[src/rtl/buzzer_sound_arbiter_pkg.sv]
// buzzer_sound_pkg: states, source indices, beep pattern table, alarm constants and count scaling
package buzzer_sound_pkg;

    typedef enum logic [1:0] {S_IDLE, S_ON, S_OFF, S_ALARM} state_e;

    localparam logic [1:0] SRC_KEY  = 2'd0;
    localparam logic [1:0] SRC_COOK = 2'd1;
    localparam logic [1:0] SRC_TICK = 2'd2;
    localparam int         TW       = 27;
    localparam int         HP_W     = 16;

    typedef struct packed {
        logic [1:0]      beeps;
        logic [31:0]     on_cyc;
        logic [31:0]     off_cyc;
        logic [HP_W-1:0] half;
    } pattern_t;

    localparam logic [31:0]     ALARM_SLOT = 32'd20_000_000;
    localparam logic [HP_W-1:0] ALARM_HI   = 16'd16_667;
    localparam logic [HP_W-1:0] ALARM_LO   = 16'd40_000;

    function automatic pattern_t pattern(input logic [1:0] s);
        return s == SRC_KEY  ? pattern_t'{2'd1, 32'd7_000_000,  32'd1,          16'd25_000} :
               s == SRC_COOK ? pattern_t'{2'd3, 32'd25_000_000, 32'd75_000_000, 16'd50_000} :
                               pattern_t'{2'd2, 32'd10_000_000, 32'd10_000_000, 16'd12_500};
    endfunction

    function automatic logic [TW-1:0] scaled(input logic [31:0] cyc, input int unsigned div);
        logic [31:0] q;
        q = div == 0 ? cyc : cyc / div;
        return q == 32'd0 ? TW'(1) : q[TW-1:0];
    endfunction

endpackage

[src/rtl/buzzer_sound_arbiter_if.sv]
// buzzer_sound_arbiter_if: request side and tone-generator side of the buzzer arbiter
interface buzzer_sound_arbiter_if;
    import buzzer_sound_pkg::*;
    logic            alarm_level;
    logic [2:0]      req;
    logic            cancel;
    logic [HP_W-1:0] tone_half_period;
    logic            tone_en;
    logic [1:0]      active_src;
    logic            busy;
    logic [2:0]      done;

    modport master (output alarm_level, req, cancel,
                    input  tone_half_period, tone_en, active_src, busy, done);
    modport slave  (input  alarm_level, req, cancel,
                    output tone_half_period, tone_en, active_src, busy, done);
endinterface

[src/rtl/buzzer_sound_arbiter_timer.sv]
// beep_phase_timer: loadable down-counter; expired while the count sits at zero
module beep_phase_timer
    import buzzer_sound_pkg::*;
(
    input  logic          clk,
    input  logic          reset,
    input  logic          load,
    input  logic [TW-1:0] load_val,
    output logic          expired
);
    logic [TW-1:0] cnt_q, cnt_d;

    always_comb cnt_d = load ? load_val : (cnt_q != '0 ? cnt_q - TW'(1) : cnt_q);

    always_ff @(posedge clk or posedge reset)
        if (reset) cnt_q <= '0;
        else       cnt_q <= cnt_d;

    assign expired = cnt_q == '0;
endmodule

[src/rtl/buzzer_sound_arbiter.sv]
// buzzer_sound_arbiter: shares one tone generator between the danger alarm and three beep sequences
module buzzer_sound_arbiter
    import buzzer_sound_pkg::*;
#(
    parameter int unsigned SIM_DIV = 1
) (
    input logic                   clk,
    input logic                   reset,
    buzzer_sound_arbiter_if.slave bus
);
    state_e          state_q, state_d;
    logic [1:0]      src_q, src_d, beep_q, beep_d, first, active_q, active_d;
    logic [2:0]      pending_q, pending_d, launch, requeue, playing_mask, done_q, done_d;
    logic            hi_q, hi_d, playing, ld, expired, en_q, en_d, busy_q, busy_d;
    logic [TW-1:0]   ld_val;
    logic [HP_W-1:0] hp_q, hp_d;
    pattern_t        cur, nxt;

    beep_phase_timer u_timer (.clk, .reset, .load(ld), .load_val(ld_val), .expired);

    assign first        = pending_q[0] ? SRC_KEY : pending_q[1] ? SRC_COOK : SRC_TICK;
    assign cur          = pattern(src_q);
    assign playing      = state_q == S_ON || state_q == S_OFF;
    assign playing_mask = playing ? 3'b001 << src_q : 3'b000;

    always_comb begin
        state_d = state_q;
        src_d   = src_q;
        beep_d  = beep_q;
        hi_d    = hi_q;
        done_d  = '0;
        launch  = '0;
        requeue = '0;
        ld      = 1'b0;
        ld_val  = '0;
        // alarm preempts everything; an interrupted sequence goes back into the queue
        if (bus.alarm_level) begin
            state_d = S_ALARM;
            if (state_q != S_ALARM || expired) begin
                hi_d   = state_q != S_ALARM ? 1'b1 : ~hi_q;
                ld     = 1'b1;
                ld_val = scaled(ALARM_SLOT, SIM_DIV) - TW'(1);
            end
            requeue = state_q != S_ALARM ? playing_mask : 3'b000;
        end else begin
            case (state_q)
                S_IDLE: if (pending_q != '0 && !bus.cancel) begin
                    state_d = S_ON;
                    src_d   = first;
                    beep_d  = 2'd1;
                    launch  = 3'b001 << first;
                    ld      = 1'b1;
                    ld_val  = scaled(pattern(first).on_cyc, SIM_DIV) - TW'(1);
                end
                S_ON: if (bus.cancel) state_d = S_IDLE;
                else if (expired) begin
                    state_d = S_OFF;
                    ld      = 1'b1;
                    ld_val  = scaled(cur.off_cyc, SIM_DIV) - TW'(1);
                end
                S_OFF: if (bus.cancel) state_d = S_IDLE;
                else if (expired && beep_q < cur.beeps) begin
                    state_d = S_ON;
                    beep_d  = beep_q + 2'd1;
                    ld      = 1'b1;
                    ld_val  = scaled(cur.on_cyc, SIM_DIV) - TW'(1);
                end else if (expired) begin
                    state_d = S_IDLE;
                    done_d  = 3'b001 << src_q;
                end
                default: begin
                    state_d = S_IDLE;
                    hi_d    = 1'b0;
                end
            endcase
        end
        pending_d = bus.cancel ? 3'b000 : (pending_q & ~launch) | requeue | (bus.req & ~playing_mask);
    end

    assign nxt      = pattern(src_d);
    assign en_d     = state_d == S_ON || state_d == S_ALARM;
    assign hp_d     = state_d == S_ON ? nxt.half : state_d == S_ALARM ? (hi_d ? ALARM_HI : ALARM_LO) : '0;
    assign active_d = state_d == S_ON || state_d == S_OFF ? src_d + 2'd1 : 2'd0;
    assign busy_d   = state_d != S_IDLE;

    always_ff @(posedge clk or posedge reset)
        if (reset) begin
            state_q   <= S_IDLE;
            src_q     <= '0;
            beep_q    <= '0;
            hi_q      <= 1'b0;
            pending_q <= '0;
            en_q      <= 1'b0;
            hp_q      <= '0;
            active_q  <= '0;
            busy_q    <= 1'b0;
            done_q    <= '0;
        end else begin
            state_q   <= state_d;
            src_q     <= src_d;
            beep_q    <= beep_d;
            hi_q      <= hi_d;
            pending_q <= pending_d;
            en_q      <= en_d;
            hp_q      <= hp_d;
            active_q  <= active_d;
            busy_q    <= busy_d;
            done_q    <= done_d;
        end

    assign bus.tone_en          = en_q;
    assign bus.tone_half_period = hp_q;
    assign bus.active_src       = active_q;
    assign bus.busy             = busy_q;
    assign bus.done             = done_q;
endmodule

[src/flat_wrapper.sv]
// flat-port wrapper written by rule: the top's interface ports become plain ports
module buzzer_sound_arbiter_flat import buzzer_sound_pkg::*;
#(
    parameter int unsigned SIM_DIV = 1
)
  (clk, reset, bus_alarm_level, bus_req, bus_cancel, bus_tone_half_period, bus_tone_en, bus_active_src, bus_busy, bus_done);
  buzzer_sound_arbiter_if bus_i ();
  input logic clk;
  input logic reset;
  input wire logic [$bits(bus_i.alarm_level)-1:0] bus_alarm_level;
  input wire logic [$bits(bus_i.req)-1:0] bus_req;
  input wire logic [$bits(bus_i.cancel)-1:0] bus_cancel;
  output wire logic [$bits(bus_i.tone_half_period)-1:0] bus_tone_half_period;
  output wire logic [$bits(bus_i.tone_en)-1:0] bus_tone_en;
  output wire logic [$bits(bus_i.active_src)-1:0] bus_active_src;
  output wire logic [$bits(bus_i.busy)-1:0] bus_busy;
  output wire logic [$bits(bus_i.done)-1:0] bus_done;
  assign bus_i.alarm_level = bus_alarm_level;
  assign bus_i.req = bus_req;
  assign bus_i.cancel = bus_cancel;
  assign bus_tone_half_period = bus_i.tone_half_period;
  assign bus_tone_en = bus_i.tone_en;
  assign bus_active_src = bus_i.active_src;
  assign bus_busy = bus_i.busy;
  assign bus_done = bus_i.done;
  buzzer_sound_arbiter #(.SIM_DIV(SIM_DIV)) u_core (.clk(clk), .reset(reset), .bus(bus_i));
endmodule
[config.mk]
export PLATFORM = sky130hd
export DESIGN_NAME = buzzer_sound_arbiter_flat
export DESIGN_NICKNAME = d
export VERILOG_FILES = /design/src/rtl/buzzer_sound_arbiter_pkg.sv /design/src/rtl/buzzer_sound_arbiter_if.sv /design/src/rtl/buzzer_sound_arbiter_timer.sv /design/src/rtl/buzzer_sound_arbiter.sv /design/src/flat_wrapper.sv
export SDC_FILE = /design/constraint.sdc
export NUM_CORES = 1
export LEC_CHECK = 0
export ABC_AREA = 1
export CORE_ASPECT_RATIO = 1.75
export CORE_MARGIN = 2
export CORE_UTILIZATION = 38
export CTS_CLUSTER_DIAMETER = 60
export DETAILED_ROUTE_END_ITERATION = 16
export PLACE_DENSITY = 0.59
export SYNTH_ARGS = -nofsm -noshare
export SYNTH_HDL_FRONTEND = slang
export SYNTH_SLANG_ARGS = --single-unit
[constraint.sdc]
create_clock -name clk -period 4.7 [get_ports clk]
set_clock_uncertainty 0.15 [all_clocks]
set_input_delay 0.47 -clock clk [delete_from_list [all_inputs] [get_ports clk]]
set_output_delay 0.47 -clock clk [all_outputs]
set_load 0.005 [all_outputs]
==> impl_metrics.json, run 1 <==
{
  "main_combinational_cell_family_by_area_after_synthesis": "simple AND/OR/NAND/NOR gates",
  "layout.area.seq_um2": 1400,
  "cellLeakagePower_nw": 2.04,
  "dieWidth_um": 76.7,
  "clkSinkCount": 56,
  "routed_wire_length_per_instance_um": 15.6,
  "clkPwrFrac_pct": 28.9,
  "drc_errors": 0,
  "route.antenna.remaining_nets": 0,
  "root_buffer": "sky130_fd_sc_hd__clkbuf_16",
  "worst_pin_slew_ns": 0.723,
  "ys_seq_elements": 56,
  "layout.filler_cells": 937,
  "part_of_the_power_in_registers_pct": 41.5,
  "post-cts-setup-buffer-count": 0,
  "detailedRoute.firstPassIterationCount": 4,
  "dpl-instance-area_um2": 3890,
  "initial_utilization_pct": 38.9,
  "worst_ep_required_time_ns": 4.77,
  "tightest_slew_margin_relative_to_the_limit_pct": 51.8,
  "final.min_clock_period_ns": 3.07,
  "gp_routability_congestion": 0.896,
  "critical_path.endpoint_type": "flip-flop",
  "multi_input_comb_area_um2": 1750,
  "rsz0062_at_grt": "false",
  "post_synthesis_net_count": 488,
  "area_delta_synth_final_pct": 15.7,
  "final-hold-violation-count": 0,
  "number_of_global_route_vias_before_repair": 3330,
  "grt_pass1_wl_um": 15800,
  "setup_viol_count_final": 0,
  "most-common-layout-cells": "94 x sky130_fd_sc_hd__nand2_1, 68 x sky130_fd_sc_hd__inv_1, 56 x sky130_fd_sc_hd__dfrtp_1",
  "cts_tree": "done",
  "boundaryPins": 30,
  "detail_route.iter0.violations": 141,
  "synth.lib_cells_used.distinct": 35,
  "swShare_pct": 34.6,
  "fin_cells": 618,
  "ys_seq_area_share_pct": 39.9,
  "vdd_drop_max_v": 0.000237,
  "yosys.area_share.xor_xnor_pct": 3.99,
  "number_of_gates_resized_after_cts": 0,
  "synth_area_leaders": "sky130_fd_sc_hd__dfrtp_1 40%, sky130_fd_sc_hd__nand2_1 10%, sky130_fd_sc_hd__inv_1 7.4%, sky130_fd_sc_hd__nor2_1 5.8%, sky130_fd_sc_hd__nand3_1 5.1%",
  "dp.final_hpwl_um": 7480,
  "run_status": "finished clean",
  "maxClockFrequency_mhz": 326,
  "yosys.area.top_type": "sky130_fd_sc_hd__dfrtp_1",
  "worst-r2r-setup-slack_ns": 1.72,
  "grt_max_degree": 57,
  "synthSimpleGateAreaFrac_pct": 33.9,
  "cts_buffer_depth": 2,
  "antenna_found_initial": 0,
  "min_period_over_period_pct": 65.3,
  "n_antenna_cell": 0,
  "p_comb_share_pct": 29.6,
  "clk-insertion-delay-late_ns": 0.30,
  "power.net_switching_w": 0.000522,
  "cp-start-kind": "input pin",
  "timing.setup.tns_ns": 0,
  "via_count": 3147,
  "netlist_area_um2": 3510,
  "cts-hold-fix-buffers": 0,
  "synth.yosys.warnings": 0,
  "internal-power_w": 0.000989,
  "clock_tree.htree_level_count": 2,
  "synth_compound_area_share_pct": 7.87,
  "max-cap-violations": 0,
  "clk_pin_slew_worst_paths_ns": 0.08,
  "mostFrequentLayoutCell": "sky130_fd_sc_hd__nand2_1",
  "finalWirelength_um": 9660,
  "placement.io_buffers": 29,
  "placed_cells": 610,
  "drive_gt1_share_pct": 10.8,
  "core-area_um2": 9040,
  "postSynthCellCount": 470,
  "placement_rows": 46,
  "syn-mean-instance-area_um2": 7.48,
  "yosys-mux-area-fraction_pct": 0,
  "grt_overflow": 0,
  "critical_path.max_fanout": 13,
  "hp-class": "flip-flop to flip-flop",
  "slew_viol_final": 0,
  "power-per-cell-area_nw_per_um2": 372,
  "final_net_count": 515,
  "routed_via_density": 5.09,
  "synth_fa_ha_area_share_pct": 3.92,
  "grt_use_total_pct": 20.0,
  "die_h_um": 131,
  "design_area_um2": 4070,
  "cts_made_buffers": 5,
  "cp_data_arrival_time_ns": 3.13,
  "worstSetupPathType": "input pin to flip-flop",
  "total_die_area_um2": 10100,
  "synth_largest_type_area_fraction_pct": 39.9
}
## metal layers
layer | GRT usage (%) | vias up | part of all wire (%)
li1 | - | 1535 | -
met1 | 18.8 | 1478 | 35
met2 | 37.5 | 92 | 54
met3 | 3.09 | 42 | 3.1
met4 | 15.5 | 0 | 7.5
met5 | 0 | - | 0
## sequential cells by signal (all words and copies together) (netlist names)
signal                       count
u_core.src_q                     2
u_core.bus.tone_half_period     12
u_core.u_timer.cnt_q            27
u_core.bus.active_src            2
u_core.pending_q                 3
u_core.bus.busy                  1
u_core.hi_q                      1
u_core.bus.tone_en               1
u_core.beep_q                    2
u_core.state_q                   2
u_core.bus.done                  3
## through the flow
stage | worst slack (ns) | utilization, % | hold WS (ns) | power [W]
3_3_place_gp | 1.46 | 43.1 | 0.313 | 0.00107
6_report | 1.63 | 45.0 | 0.341 | 0.00151
4_1_cts | 1.66 | 45.0 | 0.346 | 0.00152
2_1_floorplan | 2.19 | - | 0.299 | 0.000919
3_5_place_dp | 1.35 | 43.1 | 0.325 | 0.00108
5_1_grt | 1.37 | 45.0 | 0.373 | 0.00161
## Yosys cell counts
cell type and count:
sky130_fd_sc_hd__o21ai_0 17, sky130_fd_sc_hd__o21ai_2 1, sky130_fd_sc_hd__nand3b_1 1, sky130_fd_sc_hd__nand2_1 94, sky130_fd_sc_hd__buf_2 3, sky130_fd_sc_hd__inv_1 69
sky130_fd_sc_hd__nor2_1 54, sky130_fd_sc_hd__nand2_4 2, sky130_fd_sc_hd__o21ai_1 2, sky130_fd_sc_hd__nor2_2 12, sky130_fd_sc_hd__o211ai_2 1, sky130_fd_sc_hd__nand4_1 21
sky130_fd_sc_hd__clkinv_1 1, sky130_fd_sc_hd__o21a_1 1, sky130_fd_sc_hd__o211ai_1 1, sky130_fd_sc_hd__dfrtp_1 56, sky130_fd_sc_hd__a21oi_1 25, sky130_fd_sc_hd__nand3_2 1
sky130_fd_sc_hd__nor2_4 6, sky130_fd_sc_hd__nor2_8 1, sky130_fd_sc_hd__nor3_1 8, sky130_fd_sc_hd__a31oi_1 2, sky130_fd_sc_hd__ha_1 11, sky130_fd_sc_hd__xor2_1 11
sky130_fd_sc_hd__buf_1 1, sky130_fd_sc_hd__nand3_1 36, sky130_fd_sc_hd__buf_4 5, sky130_fd_sc_hd__inv_2 4, sky130_fd_sc_hd__buf_6 2, sky130_fd_sc_hd__xnor2_1 5
sky130_fd_sc_hd__clkbuf_1 1, sky130_fd_sc_hd__nand2_2 8, sky130_fd_sc_hd__inv_4 1, sky130_fd_sc_hd__or2_2 5, sky130_fd_sc_hd__o21bai_1 1
## critical path: stages
cell	delay, ns
sky130_fd_sc_hd__clkdlybuf4s50_1	0.54
sky130_fd_sc_hd__inv_1	0.37
sky130_fd_sc_hd__o21ai_1	0.15
sky130_fd_sc_hd__nor2_1	0.29
sky130_fd_sc_hd__inv_2	0.11
sky130_fd_sc_hd__nor2_1	0.16
sky130_fd_sc_hd__inv_1	0.08
sky130_fd_sc_hd__a21oi_1	0.18
sky130_fd_sc_hd__inv_1	0.10
sky130_fd_sc_hd__ha_1	0.24
sky130_fd_sc_hd__or2_2	0.29
sky130_fd_sc_hd__o21ai_0	0.16
## power by group through the flow
stage | sequential, W | combinational (W) | clock [W]
3_5_place_dp | 0.000634 | 0.000448 | 0
2_1_floorplan | 0.000619 | 0.000300 | 0
4_1_cts | 0.000626 | 0.000451 | 0.000446
6_report | 0.000627 | 0.000447 | 0.000437
5_1_grt | 0.000637 | 0.000507 | 0.000467
3_3_place_gp | 0.000632 | 0.000443 | 0
## cells by family after synthesis
logic type,count (synthesis)
and+or+nand+nor,249
buffers and inverters,87
DFF,56
AOI/OAI and AO/OA,51
xor gates and xnor gates,16
adders and majority gates,11
## worst paths after layout
check | cells past startpoint | to | from
max | 12 | u_core.bus.tone_half_period[12] | bus_cancel
max reg2reg | 14 | u_core.bus.tone_half_period[6] | u_core.u_timer.cnt_q[0]
min | 2 | u_core.u_timer.cnt_q[0] | u_core.u_timer.cnt_q[0]
min in group asynchronous | 3 | u_core.u_timer.cnt_q[16] | reset
max in group asynchronous | 3 | u_core.bus.done[2] | reset
min reg2reg | 2 | u_core.u_timer.cnt_q[0] | u_core.u_timer.cnt_q[0]
## layout make-up
cell class | instances | area share, %
multi-input combinational | 327 | 42.9
sequential | 56 | 34.5
timing repair buffer | 32 | 7.69
inverter | 75 | 6.98
tap | 120 | 3.69
clock buffer | 5 | 3.08
clock inverter | 3 | 1.17
No activity file was read; power rests on OpenSTA's default activity.
==> run 2: changes to the inputs <==
clock period = 3.1 ns   (was 4.7 ns; I/O delays follow)
==> impl_metrics.json, run 2 (same netlist as run 1, synthesis figures left out) <==
{
  "regMostFlops": "u_core.u_timer.cnt_q",
  "worst_ep_required_time_ns": 3.18,
  "final-hold-violation-count": 0,
  "clock_tree.htree_level_count": 2,
  "cts_made_buffers": 5,
  "mostFrequentLayoutCell": "sky130_fd_sc_hd__nand2_1",
  "root_buffer": "sky130_fd_sc_hd__clkbuf_16",
  "initial_utilization_pct": 38.9,
  "dp_slack_ns": 0.284,
  "part_of_the_power_in_registers_pct": 42.9,
  "routed_via_density": 5.06,
  "worst-r2r-setup-slack_ns": 0.31,
  "n_antenna_cell": 0,
  "p_comb_share_pct": 32.2,
  "clkSinkCount": 56,
  "max-cap-violations": 0,
  "antenna_found_initial": 0,
  "critical_path.reg2reg.startpoint": "u_core.u_timer.cnt_q[1]",
  "drive_gt1_share_pct": 11.9,
  "clk-insertion-delay-late_ns": 0.29,
  "most-common-layout-cells": "94 x sky130_fd_sc_hd__nand2_1, 67 x sky130_fd_sc_hd__inv_1, 56 x sky130_fd_sc_hd__dfrtp_1",
  "internal-power_w": 0.00142,
  "min_period_over_period_pct": 89.9,
  "worstRegToRegCells": 14,
  "area_delta_synth_final_pct": 16.1,
  "clk_pin_slew_worst_paths_ns": 0.07,
  "multi_input_comb_area_um2": 1750,
  "clkPwrFrac_pct": 24.9,
  "routed_wire_length_per_instance_um": 16.0,
  "cellLeakagePower_nw": 2.06,
  "setup_slack_ns": 0.313,
  "maxClockFrequency_mhz": 359,
  "run_status": "finished clean",
  "detail_route.iter0.violations": 170,
  "rsz0062_at_grt": "false",
  "critPathLaunch": "u_core.u_timer.cnt_q[1]",
  "grt_pass1_wl_um": 16500,
  "setup_viol_count_final": 0,
  "cp-start-kind": "flip-flop",
  "largest_register_ff_count": 27,
  "worst_pin_slew_ns": 0.584,
  "detailedRoute.firstPassIterationCount": 8,
  "tightest_slew_margin_relative_to_the_limit_pct": 60.9,
  "cts_tree": "done",
  "slew_viol_final": 0,
  "number_of_global_route_vias_before_repair": 3310,
  "vdd_drop_max_v": 0.000365,
  "power-per-cell-area_nw_per_um2": 539,
  "dieWidth_um": 76.7,
  "layout.filler_cells": 944,
  "core-area_um2": 9040,
  "dp.final_hpwl_um": 8220,
  "rr_endpoint": "u_core.bus.tone_half_period[4]",
  "boundaryPins": 30,
  "timing.setup.tns_ns": 0,
  "swShare_pct": 35.5,
  "finalWirelength_um": 10000,
  "grt_overflow": 0,
  "layout.area.seq_um2": 1400,
  "total_die_area_um2": 10100,
  "grt_use_total_pct": 21.1,
  "die_h_um": 131,
  "power.net_switching_w": 0.000780,
  "critical_path.max_fanout": 6,
  "design_area_um2": 4080,
  "grt_max_degree": 24,
  "critical_path.endpoint_type": "flip-flop",
  "cp_data_arrival_time_ns": 2.87,
  "placement.io_buffers": 29,
  "final.min_clock_period_ns": 2.79,
  "gp_routability_congestion": 0.939,
  "final_net_count": 522,
  "via_count": 3155,
  "dpl-instance-area_um2": 3950,
  "hp-class": "input pin to asynchronous set/reset pin",
  "placement_rows": 46,
  "route.antenna.remaining_nets": 0,
  "drc_errors": 0,
  "cts_buffer_depth": 2,
  "power_w": 0.00220,
  "worstSetupPathType": "flip-flop to flip-flop"
}
==> run 2: layer usage <==
layer / global-route usage [%] / share of wire [%] / vias to the layer above
met1: 19.8 / 33 / 1477
li1: - / - / 1554
met4: 13.6 / 6.0 / 0
met2: 41.3 / 58 / 91
met5: 0 / 0 / -
met3: 2.61 / 2.8 / 33
==> run 2: layout make-up <==
| type | count | area share [%] |
|---|---|---|
| Clock inverter | 1 | 0.123 |
| Sequential cell | 56 | 34.3 |
| Inverter | 75 | 6.96 |
| Timing Repair Buffer | 39 | 8.95 |
| Multi-Input combinational cell | 327 | 42.8 |
| Tap cell | 120 | 3.68 |
| Clock buffer | 6 | 3.16 |
==> run 2: worst max path at each step <==
stage	endpoint	depth (start not counted)	slack, ns
CTS	u_core.bus.tone_half_period[6]	14	0.25
global placement	u_core.bus.tone_half_period[12]	15	0.24
global route	u_core.bus.tone_half_period[12]	15	0.03
floorplan	u_core.bus.tone_half_period[4]	15	0.59
finish	u_core.bus.tone_half_period[4]	14	0.31
detailed placement	u_core.bus.tone_half_period[12]	14	0.28
==> run 2: power by group through the flow <==
| stage | sequential, W | combinational, W | clock, W |
|---|---|---|---|
| CTS | 0.000944 | 0.000713 | 0.000559 |
| finish | 0.000944 | 0.000708 | 0.000548 |
| global placement | 0.000954 | 0.000704 | 0 |
| floorplan | 0.000938 | 0.000455 | 0 |
| detailed placement | 0.000958 | 0.000706 | 0 |
| global route | 0.000959 | 0.000794 | 0.000588 |
==> run 2: per-stage QoR <==
step / cells / hold slack (ns) / util, %
2_1_floorplan: 470 / 0.223 / -
3_3_place_gp: 617 / 0.316 / 43.7
3_5_place_dp: 617 / 0.327 / 43.7
4_1_cts: 624 / 0.138 / 45.2
5_1_grt: 624 / 0.168 / 45.2
6_report: 624 / 0.129 / 45.2
==> run 2: critical path, stage by stage (launching register included) <==
cell	delay, ns
sky130_fd_sc_hd__dfrtp_1	0.38
sky130_fd_sc_hd__inv_1	0.14
sky130_fd_sc_hd__ha_1	0.23
sky130_fd_sc_hd__nand2_1	0.07
sky130_fd_sc_hd__nor2_1	0.13
sky130_fd_sc_hd__nand2_2	0.09
sky130_fd_sc_hd__nor2_4	0.19
sky130_fd_sc_hd__nor2_1	0.08
sky130_fd_sc_hd__o21ai_0	0.17
sky130_fd_sc_hd__nand2_1	0.07
sky130_fd_sc_hd__a21oi_1	0.24
sky130_fd_sc_hd__ha_1	0.27
sky130_fd_sc_hd__inv_1	0.13
sky130_fd_sc_hd__or2_2	0.30
sky130_fd_sc_hd__nand2_1	0.07
==> run 2: timing repair <==
action,in CTS,in global routing
buffers inserted,0,0
hold buffers,0,0
endpoints found under the setup margin,0,1
resized for setup,0,1
